==> src/rtl/led_frame_receiver.sv <==
// Two-lane LED frame receiver: drives the byte clock, samples both 8-bit lanes once
// per beat and publishes the assembled grid frame with a one-cycle valid strobe.
module led_frame_receiver #(
  parameter int HALF  = 4,
  parameter int SYNC  = 2,
  parameter int BEATS = 16
) (
  input  logic                    clock,
  input  logic                    reset,
  input  logic                    frame_start,
  input  logic [7:0]              lane0,
  input  logic [7:0]              lane1,
  output logic                    byte_clk,
  output logic [16*BEATS-1:0]     grid_out,
  output logic                    frame_valid,
  output logic                    busy,
  output logic                    error
);

  localparam int GRID_W = 16 * BEATS;
  localparam int BEAT_W = (BEATS > 1) ? $clog2(BEATS) : 1;
  localparam logic [7:0]        HALF_LAST = 8'(HALF - 1);
  localparam logic [BEAT_W-1:0] BEAT_LAST = BEAT_W'(BEATS - 1);

  typedef enum logic [1:0] {IDLE, HI, LO, DONE} state_t;

  state_t              state;
  logic [SYNC-1:0]     fs_sync;
  logic                fs_prev;
  logic [7:0]          lane0_sync [SYNC];
  logic [7:0]          lane1_sync [SYNC];
  logic [BEAT_W-1:0]   beat;
  logic [7:0]          phase;
  logic [GRID_W-1:0]   shift;
  logic                fs_s;
  logic                start_edge;

  // Start synchroniser and edge history reset to ones, so a frame_start already
  // high at reset release never looks like a 0->1 edge.
  always_ff @(posedge clock or negedge reset) begin
    if (!reset) begin
      fs_sync <= '1;
    end else begin
      fs_sync <= {fs_sync[SYNC-2:0], frame_start};
    end
  end

  always_ff @(posedge clock) begin
    lane0_sync[0] <= lane0;
    lane1_sync[0] <= lane1;
    for (int i = 1; i < SYNC; i++) begin
      lane0_sync[i] <= lane0_sync[i-1];
      lane1_sync[i] <= lane1_sync[i-1];
    end
  end

  assign fs_s       = fs_sync[SYNC-1];
  assign start_edge = fs_s && !fs_prev;

  always_ff @(posedge clock or negedge reset) begin
    if (!reset) begin
      state       <= IDLE;
      byte_clk    <= 1'b0;
      grid_out    <= '0;
      frame_valid <= 1'b0;
      busy        <= 1'b0;
      error       <= 1'b0;
      beat        <= '0;
      phase       <= '0;
      shift       <= '0;
      fs_prev     <= 1'b1;
    end else begin
      fs_prev     <= fs_s;
      frame_valid <= 1'b0;
      case (state)
        IDLE: begin
          byte_clk <= 1'b0;
          busy     <= 1'b0;
          if (start_edge) begin
            beat     <= '0;
            phase    <= '0;
            shift    <= '0;
            busy     <= 1'b1;
            byte_clk <= 1'b1;
            state    <= HI;
          end
        end
        HI: begin
          if (!fs_s) begin
            byte_clk <= 1'b0;
            busy     <= 1'b0;
            error    <= 1'b1;
            state    <= IDLE;
          end else if (phase == HALF_LAST) begin
            // Lanes are stable here: the transmitter only moves them on byte_clk rise.
            shift[8*int'(beat) +: 8]            <= lane0_sync[SYNC-1];
            shift[GRID_W/2 + 8*int'(beat) +: 8] <= lane1_sync[SYNC-1];
            phase    <= '0;
            byte_clk <= 1'b0;
            state    <= LO;
          end else begin
            phase <= phase + 8'd1;
          end
        end
        LO: begin
          if (!fs_s) begin
            byte_clk <= 1'b0;
            busy     <= 1'b0;
            error    <= 1'b1;
            state    <= IDLE;
          end else if (phase == HALF_LAST) begin
            phase <= '0;
            if (beat == BEAT_LAST) begin
              // Outputs are registered on entry so they are visible during DONE.
              grid_out    <= shift;
              frame_valid <= 1'b1;
              error       <= 1'b0;
              busy        <= 1'b0;
              state       <= DONE;
            end else begin
              beat     <= beat + 1'b1;
              byte_clk <= 1'b1;
              state    <= HI;
            end
          end else begin
            phase <= phase + 8'd1;
          end
        end
        DONE: begin
          beat  <= '0;
          state <= IDLE;
        end
        default: state <= IDLE;
      endcase
    end
  end

endmodule
==> config.mk <==
export PLATFORM = sky130hd
export DESIGN_NAME = led_frame_receiver
export DESIGN_NICKNAME = d
export VERILOG_FILES = /design/src/rtl/led_frame_receiver.sv
export SDC_FILE = /design/constraint.sdc
export NUM_CORES = 1
export LEC_CHECK = 0
export BUFFER_PORTS_ARGS = -buffer_cell sky130_fd_sc_hd__buf_2
export CORE_MARGIN = 5
export CORE_UTILIZATION = 52
export CTS_CLUSTER_DIAMETER = 40
export DETAILED_ROUTE_END_ITERATION = 6
export GPL_TIMING_DRIVEN = 0
export HOLD_SLACK_MARGIN = 0.02
export PLACE_DENSITY = 0.76
export SLEW_MARGIN = 15
export SYNTH_ARGS = -nofsm -noshare
export SYNTH_HDL_FRONTEND = slang
export SYNTH_SLANG_ARGS = --single-unit
==> constraint.sdc <==
create_clock -name clock -period 3 [get_ports clock]
set_clock_uncertainty 0.15 [all_clocks]
set_input_delay 0.45 -clock clock [delete_from_list [all_inputs] [get_ports clock]]
set_output_delay 0.45 -clock clock [all_outputs]
set_load 0.05 [all_outputs]
Yosys cells after proc, flatten, opt, wreduce, memory -nomap -nowiden
Memory sizes are Yosys's and may differ from the RTL's.
Cells that the tools add are included.
{"block": "word_totals", "word_cells": 97, "ramBits": 32, "latch_bits": 0, "in_bits": 19, "regBits": 533, "mem_count": 2, "romBits": 0}
{"name": "lane0_sync", "depth": 2, "word_bits": 8, "read_ports": 2, "rd_ports_with_merged_regs": 0, "wr": 2, "line_no": "30", "source": "logic [7:0] lane0_sync [SYNC];"}
{"name": "lane1_sync", "depth": 2, "word_bits": 8, "read_ports": 2, "rd_ports_with_merged_regs": 0, "wr": 2, "line_no": "31", "source": "logic [7:0] lane1_sync [SYNC];"}
{"block": "op_classes", "eq_ne": 17, "multipliers": 0, "order_cmp": 0, "addsub": 5, "div_mod_pow": 0, "bitwise_logic": 0, "mux": 41, "n_reduce_logical": 17, "shifts": 4}
{"cell": "$mux W256", "n": 3}
{"cell": "$bwmux W256", "n": 2}
{"cell": "$pmux W256 S2", "n": 1}
{"cell": "$shift A8 B33 Y256 const A", "n": 2}
{"cell": "$shiftx A8 B33 Y256", "n": 2}
{"cell": "$neg A7 Y33", "n": 1}
{"cell": "$neg A9 Y33", "n": 1}
{"cell": "$mux W8", "n": 3}
{"cell": "$reduce_and A4 Y1", "n": 5}
{"cell": "$mux W1", "n": 16}
{"cell": "$mux W4", "n": 4}
{"cell": "$pmux W8 S2", "n": 1}
{"cell": "$ne A2 B2 Y1 const B", "n": 7}
{"cell": "$mux W2", "n": 6}
{"cell": "$ne A3 B3 Y1 const B", "n": 4}
{"cell": "$pmux W4 S3", "n": 1}
{"cell": "$add A8 B7 Y9 const A", "n": 1}
{"cell": "$add A8 B1 Y8 const B", "n": 1}
{"cell": "$eq A8 B2 Y1 const B", "n": 1}
{"cell": "$pmux W2 S4", "n": 1}
{"cell": "$pmux W1 S3", "n": 2}
{"cell": "$reduce_and A3 Y1", "n": 2}
{"cell": "$reduce_bool A2 Y1", "n": 3}
{"cell": "$reduce_bool A3 Y1", "n": 2}
{"cell": "other kinds (11)", "n": 12}

Depth between registers and ports, before layout
Gate-level depths: netlist of the first run.
{"block": "logic_depth", "depth_word": 7, "depth_mapped": 12, "mapped_depth_nobuf": 8}

Worst setup path before layout of the first run
Ideal clock, no wire load.
{"block": "synth_timing", "path_kind": "flip-flop to flip-flop", "from": "register beat[0]", "to": "register shift[118]", "t_arrival_ps": 3035, "slack_ps": -281, "synth_period_minus_slack_ps": 3281, "required_time_ps": 2754, "path_stages_with_launch": 12, "path_cell_list": "dfrtp_1 buf_2 clkbuf_1 clkbuf_1 nor3_1 ha_1 or2_2 clkbuf_1 a2111oi_0 o22ai_1 clkbuf_1 o31ai_1"}
{"block": "synth_via", "elab_chain_cells": 7}
{"element": "from (decl)", "line_no": "32", "source": "logic [BEAT_W-1:0] beat;"}
{"element": "from (signal assigned)", "line_no": "121", "source": "beat <= beat + 1'b1;"}
{"element": "$add A8 B7 Y9 / $neg A7 Y33 (equally long branches)", "line_no": "97, 96"}
{"element": "$neg A9 Y33, or another cell as far along", "line_no": "97", "source": "shift[GRID_W/2 + 8*int'(beat) +: 8] <= lane1_sync[SYNC-1];"}
{"element": "$shiftx A8 B33 Y256, or another cell as far along", "line_no": "97"}
{"element": "$bwmux W256 *", "line_no": "97"}
{"element": "$mux W256 *", "line_no": "94", "source": "end else if (phase == HALF_LAST) begin"}
{"element": "$mux W256 *", "line_no": "89", "source": "if (!fs_s) begin"}
{"element": "$pmux W256 S2 *", "line_no": "75", "source": "case (state)"}
{"element": "to (signal, indexed assignment)", "line_no": "96", "source": "shift[8*int'(beat) +: 8] <= lane0_sync[SYNC-1];"}
{"element": "to (signal, indexed assignment)", "line_no": "97"}
{"element": "to (decl)", "line_no": "34", "source": "logic [GRID_W-1:0] shift;"}
Mark *: on every way between the ends. The rest lies on a longest branch, timed or not. The select of a mux whose other input is x is not followed.
A chain may end at the register's enable or synchronous reset.

Worst setup path after layout of the first run
{"block": "layout_timing", "from": "register beat[0]", "to": "register shift[154]"}
Same word-level chain as after synthesis.

==> results of run 1 <==
==> timing repair <==
action                                 CTS  global route
gates resized for setup                124            37
setup buffers                           19             8
hold buffers                            18             0
pin swaps                               13             3
endpoints found under the hold margin  100             0
setup endpoints to repair              476           382
cloned                                   1             0
==> cell type report <==
cell class | count | area [µm²]
buffer | 98 | 524
clock buffer | 91 | 1980
clock inverter | 36 | 439
fill | 3046 | 14100
inverter | 10 | 41.3
multi-input combinational | 995 | 8400
sequential | 565 | 14000
tap | 539 | 674
timing repair buffer | 328 | 1980
==> registers in the layout, summed over array words and instances (netlist names) <==
| name | flops |
|---|---|
| byte_clk | 1 |
| fs_prev | 1 |
| grid_out | 256 |
| frame_valid | 1 |
| phase | 8 |
| state | 2 |
| error | 1 |
| busy | 1 |
| fs_sync | 2 |
| lane1_sync | 16 |
| beat | 4 |
| shift | 256 |
| lane0_sync | 16 |
==> Yosys cell counts (4+ instances only) <==
| cell type | count | share of area |
|---|---|---|
| dfrtp_1 | 530 | 0.60 |
| mux2_2 | 256 | 0.13 |
| nand2_1 | 156 | 0.026 |
| o2bb2ai_1 | 71 | 0.028 |
| o21ai_0 | 58 | 0.013 |
| a22o_1 | 56 | 0.022 |
| clkbuf_1 | 56 | 0.0094 |
| a32o_1 | 40 | 0.018 |
| buf_2 | 39 | 0.0088 |
| nor2_1 | 39 | 0.0066 |
| o21ai_1 | 36 | 0.0081 |
| a32oi_1 | 35 | 0.014 |
| dfxtp_1 | 32 | 0.029 |
| a22oi_1 | 30 | 0.010 |
| nand3_1 | 26 | 0.0058 |
| o22ai_1 | 19 | 0.0053 |
| o31ai_1 | 18 | 0.0061 |
| and3_1 | 13 | 0.0037 |
| ha_1 | 13 | 0.0073 |
| inv_1 | 10 | 0.0017 |
| a31oi_1 | 9 | 0.0025 |
| nor3_1 | 9 | 0.0020 |
| mux2i_1 | 8 | 0.0036 |
| a2111oi_0 | 7 | 0.0028 |
| nand2b_1 | 7 | 0.0020 |
| buf_1 | 6 | 0.0010 |
| o32ai_1 | 6 | 0.0024 |
| and2_1 | 5 | 0.0014 |
| nand4_1 | 5 | 0.0014 |
| xor2_1 | 5 | 0.0020 |
| a211o_1 | 4 | 0.0016 |
| a21oi_1 | 4 | 0.00090 |
| or2_1 | 4 | 0.0011 |
==> per-layer routing <==
metal  vias to the layer above  wire length [µm]  GRT usage
met3                       192              5710     0.0609
met2                       914             31400      0.447
met1                      8454             26600      0.374
met5                         -                 0          0
met4                         0              2590      0.102
li1                       7056                 -          -
==> worst min-delay path by stage <==
stage | end | slack (ns) | cells past startpoint
after floorplan | beat[0] | 0.004 | 0
after global placement | lane0_sync[0][11] | 0.16 | 0
after detailed placement | lane1_sync[0][11] | 0.16 | 0
after CTS | lane1_sync[0][15] | 0.18 | 0
after global routing | lane0_sync[0][9] | 0.18 | 0
final | lane1_sync[0][15] | 0.17 | 0
==> power by group <==
part           switching, mW  internal (mW)
clock                   3.35           5.26
combinational           2.64           1.05
sequential            0.0965           7.74
total                   6.09           14.1
==> through the flow <==
stage | setup TNS [ns] | setup slack [ns] | util | instance area [µm²]
after floorplan | -0.00228 | -0.00114 | - | 22300
after global placement | -4971.75 | -9.00 | 0.578 | 24300
after detailed placement | -221.29 | -1.04 | 0.581 | 24500
after CTS | 0 | 0.00256 | 0.660 | 27800
after global routing | -0.0754 | -0.0144 | 0.665 | 28000
final | 0 | 0.0586 | 0.665 | 28000
==> layout by cell type (no fill, tap or decap), types with 40 or more instances in the layout <==
cell and n:
dfrtp_1 528, buf_2 315, mux2_2 256, nand2_1 148, clkbuf_16 74, o2bb2ai_1 71, a22o_1 56, o21ai_0 54
clkbuf_1 50, a32o_1 40
==> worst max-delay path: stages, from the launching register on <==
cell and delay (ns):
dfrtp_2 0.42, buf_8 0.15, buf_8 0.14, clkbuf_8 0.18, nor3_2 0.24, ha_4 0.26
buf_2 0.17, and2_4 0.20, and3_1 0.20, o21ai_1 0.51, a22o_1 0.25
==> cells by family after synthesis <==
family,synth area share
compound gates,0.145
xor+xnor,0.00315
flops,0.628
mux,0.133
buf+inv,0.0214
simple gates,0.0620
fa+ha+maj,0.00731
==> run_results.csv, run 1 <==
group,metric,value,unit
power,powerDensity,719,nW/µm²
yosys,synth_flop_cell,"dfrtp_1",
layout,n_antenna_cell,0,
power,power,20.1,mW
placed_design,hpwl,45000,µm
setup_path,crit_path_max_fanout,10,
floorplanning,floorplan.die.height,217,µm
setup_path,setup.worst_path.start_class,"register",
setup_path,cp.required,3.36,ns
setup_path,r2r-end,"shift[154]",
setup_path,endpoint_kind,"register",
detailed_routing,viasPerCell,6.24,
floorplanning,fp.dieW,217,µm
detailed_routing,wl_per_cell,24.9,µm
placed_design,portBuffers,278,
sta,setup-violations-final,0,
setup_path,critPathCapture,"shift[154]",
clocking,clock-sinks,565,
clocking,clk_latency,0.59,ns
sta,drv_slew,0,
setup_path,r2r_setup_slack,0.06,ns
layout,final_cells,2662,
sta,tightest_slew,0.946,ns
yosys,synth_seq_cells,565,
sta,rsz0062_at_grt,"true",
grt,grt_overflow_total,0,
floorplanning,io_pins,279,
status,outcome,"finished with violations",
placed_design,dp_cells,2493,
setup_path,timing.rr.start,"beat[0]",
grt,grt_max_degree,107,
clocking,cts_buffer_depth,3,
detailed_routing,first_pass_iters,7,
yosys,synth_cell_types,71,
hold_path,min-delay-start,"lane1_sync[0][7]",
grt,grt_pass1_wl,102000,µm
clocking,cts_inserted_buffers,70,
setup_path,worstSetupStartpoint,"beat[0]",
setup_path,path_class,"reg -> reg",
floorplanning,coreArea,42100,µm²
clocking,clkTransAtPathRegs,0.06,ns
yosys,synth_fp_nets,1703,
detailed_routing,drc,1,
layout,fin_nets,2100,
status,violations,"design-rule violations",
floorplanning,initial_core_util,0.528,
detailed_routing,totalWireLength,66300,µm
power,vdd.ir_drop.worst,0.508,mV
detailed_routing,antenna_left,0,
sta,hold_slack,0.175,ns
job,drv_cap,0,
yosys,yosysWarnings,0,
yosys,synth-async-reset-ratio,0.943,
placed_design,place.gp.congestion,0.924,
detailed_routing,num_vias,16600,
sta,min_period,2.94,ns
sta,min_period_over_period,0.980,
setup_path,r2r_cells,10,
grt,grtUsageTotal,0.277,
sta,relSlewSlack,0.369,
yosys,syn_area,22300,µm²
grt,grt_pass1_vias,17100,
detailed_routing,initialDrtViolationCount,1655,
sta,hold_viol,0,
grt,antenna_found_initial,0,
floorplanning,num_rows,75,
power,cellLeakagePower,13.6,nW
yosys,synth_edf_count,0,
yosys,syn_inst,1671,
clocking,htree_levels,3,
clocking,cts_tree,"built",
hold_path,hp-class,"reg -> reg",
layout,drive_gt1_frac,0.393,
yosys,ys_seq_area_frac,0.628,
layout,syn_to_final_growth,25.9,%
clocking,cts_root_buf,"clkbuf_16",
setup_path,cp.arrival,3.31,ns
floorplanning,die_area,47000,µm²
yosys,avgSynthCellArea,13.3,µm²
sta,fmax,0.340,GHz
Note: power is estimated with default switching activity, not from simulation.
==> inputs of run 2 (changes only) <==
CELL_PAD_IN_SITES_DETAIL_PLACEMENT = 1   (was unset)
CELL_PAD_IN_SITES_GLOBAL_PLACEMENT = 1   (was unset)
CORE_UTILIZATION = 43   (was 52)
GPL_TIMING_DRIVEN = 1   (was 0)
PLACE_DENSITY = unset   (was 0.76)
PLACE_DENSITY_LB_ADDON = 0.1   (was unset)
==> run_results.csv, run 2 (synthesis gave the netlist of run 1 again) <==
group,metric,value,unit
detailed_routing,initialDrtViolationCount,1180,
layout,largestRegisters,"grid_out x256, shift x256",
setup_path,r2r_setup_slack,0.1,ns
detailed_routing,wl_met1,30100,µm
detailed_routing,drc,0,
sta,hold_viol,0,
power,powerDensity,736,nW/µm²
detailed_routing,totalWireLength,69300,µm
layout,syn_to_final_growth,26.5,%
power,cellLeakagePower,13.8,nW
floorplanning,fp.dieW,238,µm
sta,setup-tns-final,0,ns
sta,setup-violations-final,0,
sta,relSlewSlack,0.317,
job,drv_cap,0,
detailed_routing,dr_wl_met2,33100,µm
detailed_routing,num_vias,15900,
floorplanning,coreArea,51300,µm²
layout,most-common-layout-cells,"dfrtp_1 (530), buf_2 (277), mux2_2 (256)",
placed_design,portBuffers,278,
layout,drive_gt1_frac,0.386,
detailed_routing,viasPerCell,5.69,
clocking,clock-sinks,565,
layout,final_common_cell,"dfrtp_1",
grt,grt_max_degree,86,
floorplanning,floorplan.die.height,238,µm
grt,grt_overflow_total,0,
floorplanning,num_rows,83,
layout,final_cells,2804,
layout,fillers,5179,
grt,grt_pass1_wl,107000,µm
grt,grt_pass1_vias,17200,
layout,fin_util,0.549,
placed_design,dp_cells,2637,
floorplanning,die_area,56400,µm²
layout,fin_nets,2090,
setup_path,path_class,"reg -> reg",
sta,rsz0062_at_grt,"true",
clocking,cts_tree,"built",
clocking,cts_buffer_depth,3,
hold_path,hp-class,"reg -> reg",
power,vdd.ir_drop.worst,0.494,mV
grt,grtUsageTotal,0.244,
setup_path,cp.arrival,3.25,ns
detailed_routing,top_layer,"met4",
detailed_routing,antenna_left,0,
sta,fmax,0.345,GHz
clocking,clk_latency,0.63,ns
detailed_routing,wl_per_cell,24.7,µm
sta,drv_slew,0,
sta,tightest_slew,1.02,ns
setup_path,crit_path_max_fanout,11,
detailed_routing,dr_wl_met3,4070,µm
clocking,cts_inserted_buffers,81,
setup_path,endpoint_kind,"register",
detailed_routing,first_pass_iters,5,
grt,antenna_found_initial,0,
sta,min_period,2.90,ns
placed_design,place.gp.congestion,0.887,
clocking,htree_levels,3,
floorplanning,io_pins,279,
floorplanning,initial_core_util,0.434,
clocking,clkTransAtPathRegs,0.06,ns
status,outcome,"finished clean",
sta,min_period_over_period,0.968,
placed_design,hpwl,48400,µm
setup_path,cp.required,3.35,ns
setup_path,setup.worst_path.start_class,"register",
layout,n_antenna_cell,0,
clocking,cts_root_buf,"clkbuf_16",
-- run 2: cell types whose count changed in the layout (fill, tap and decap cells not counted), moves of 7 or more --
cell	delta
buf_12	+10
buf_2	-38
buf_4	+73
clkbuf_1	-41
clkbuf_16	+8
clkinv_2	+7
nand2_1	+8
nand2_2	-8
nor2_1	+11
nor2_4	-7
-- run 2: stage by stage --
stage / hold WS [ns] / power (mW) / setup WS [ns] / instance area (µm²)
after floorplan: 0.00441 / 9.72 / -0.00114 / 22300
after global placement: 0.164 / 11.0 / 0.145 / 25100
after detailed placement: 0.163 / 11.1 / 0.0712 / 25100
after CTS: 0.175 / 20.9 / 0.0188 / 28100
after global routing: 0.180 / 21.6 / -0.0259 / 28200
final: 0.175 / 20.7 / 0.0974 / 28200
-- run 2: final timing paths --
| path | startpoint | cells past startpoint | end |
|---|---|---|---|
| max | beat[0] | 10 | shift[61] |
| min | lane1_sync[0][4] | 0 | lane1_sync[0][12] |
| max reg2reg | beat[0] | 10 | shift[61] |
| min reg2reg | lane1_sync[0][4] | 0 | lane1_sync[0][12] |
| max in group asynchronous | reset | 3 | grid_out[181] |
| min in group asynchronous | reset | 2 | shift[24] |
-- run 2: repair_timing --
| item | 4_1_cts | 5_1_grt |
|---|---|---|
| gates resized for setup | 0 | 15 |
| endpoints found under the hold margin | 61 | 0 |
| setup endpoints to repair | 0 | 54 |
| setup buffers | 0 | 0 |
| hold buffers | 18 | 0 |
-- run 2: report_power, final --
part / internal (mW) / leakage, nW / total (mW) / switching [mW]
Combinational: 0.858 / 4.71 / 3.20 / 2.34
Clock: 5.94 / 1.36 / 9.63 / 3.70
Sequential: 7.75 / 7.70 / 7.88 / 0.137
Total: 14.5 / 13.8 / 20.7 / 6.18
-- run 2: critical path: stages, from the launching register on --
cell and delay (ns):
dfrtp_1 0.36, inv_1 0.07, ha_1 0.22, buf_4 0.16
o21bai_1 0.19, buf_4 0.21, a21o_1 0.28, buf_4 0.19
nor2_1 0.47, a22oi_1 0.22, o21ai_0 0.26
-- run 2: final cells by class --
class,count,area (µm²),area share
clock buffers,99,2200,0.0780
multi-input cells,994,7890,0.280
clock inverters,50,602,0.0214
well taps,680,851,0.0302
repair buffers,406,2590,0.0922
inverters,10,37.5,0.00133
flip-flops and latches,565,14000,0.497
-- run 2: routing by layer --
layer	vias up	global-route usage
li1	7047	-
met1	8290	0.335
met2	483	0.395
met3	122	0.0458
met4	0	0.0805
met5	-	0
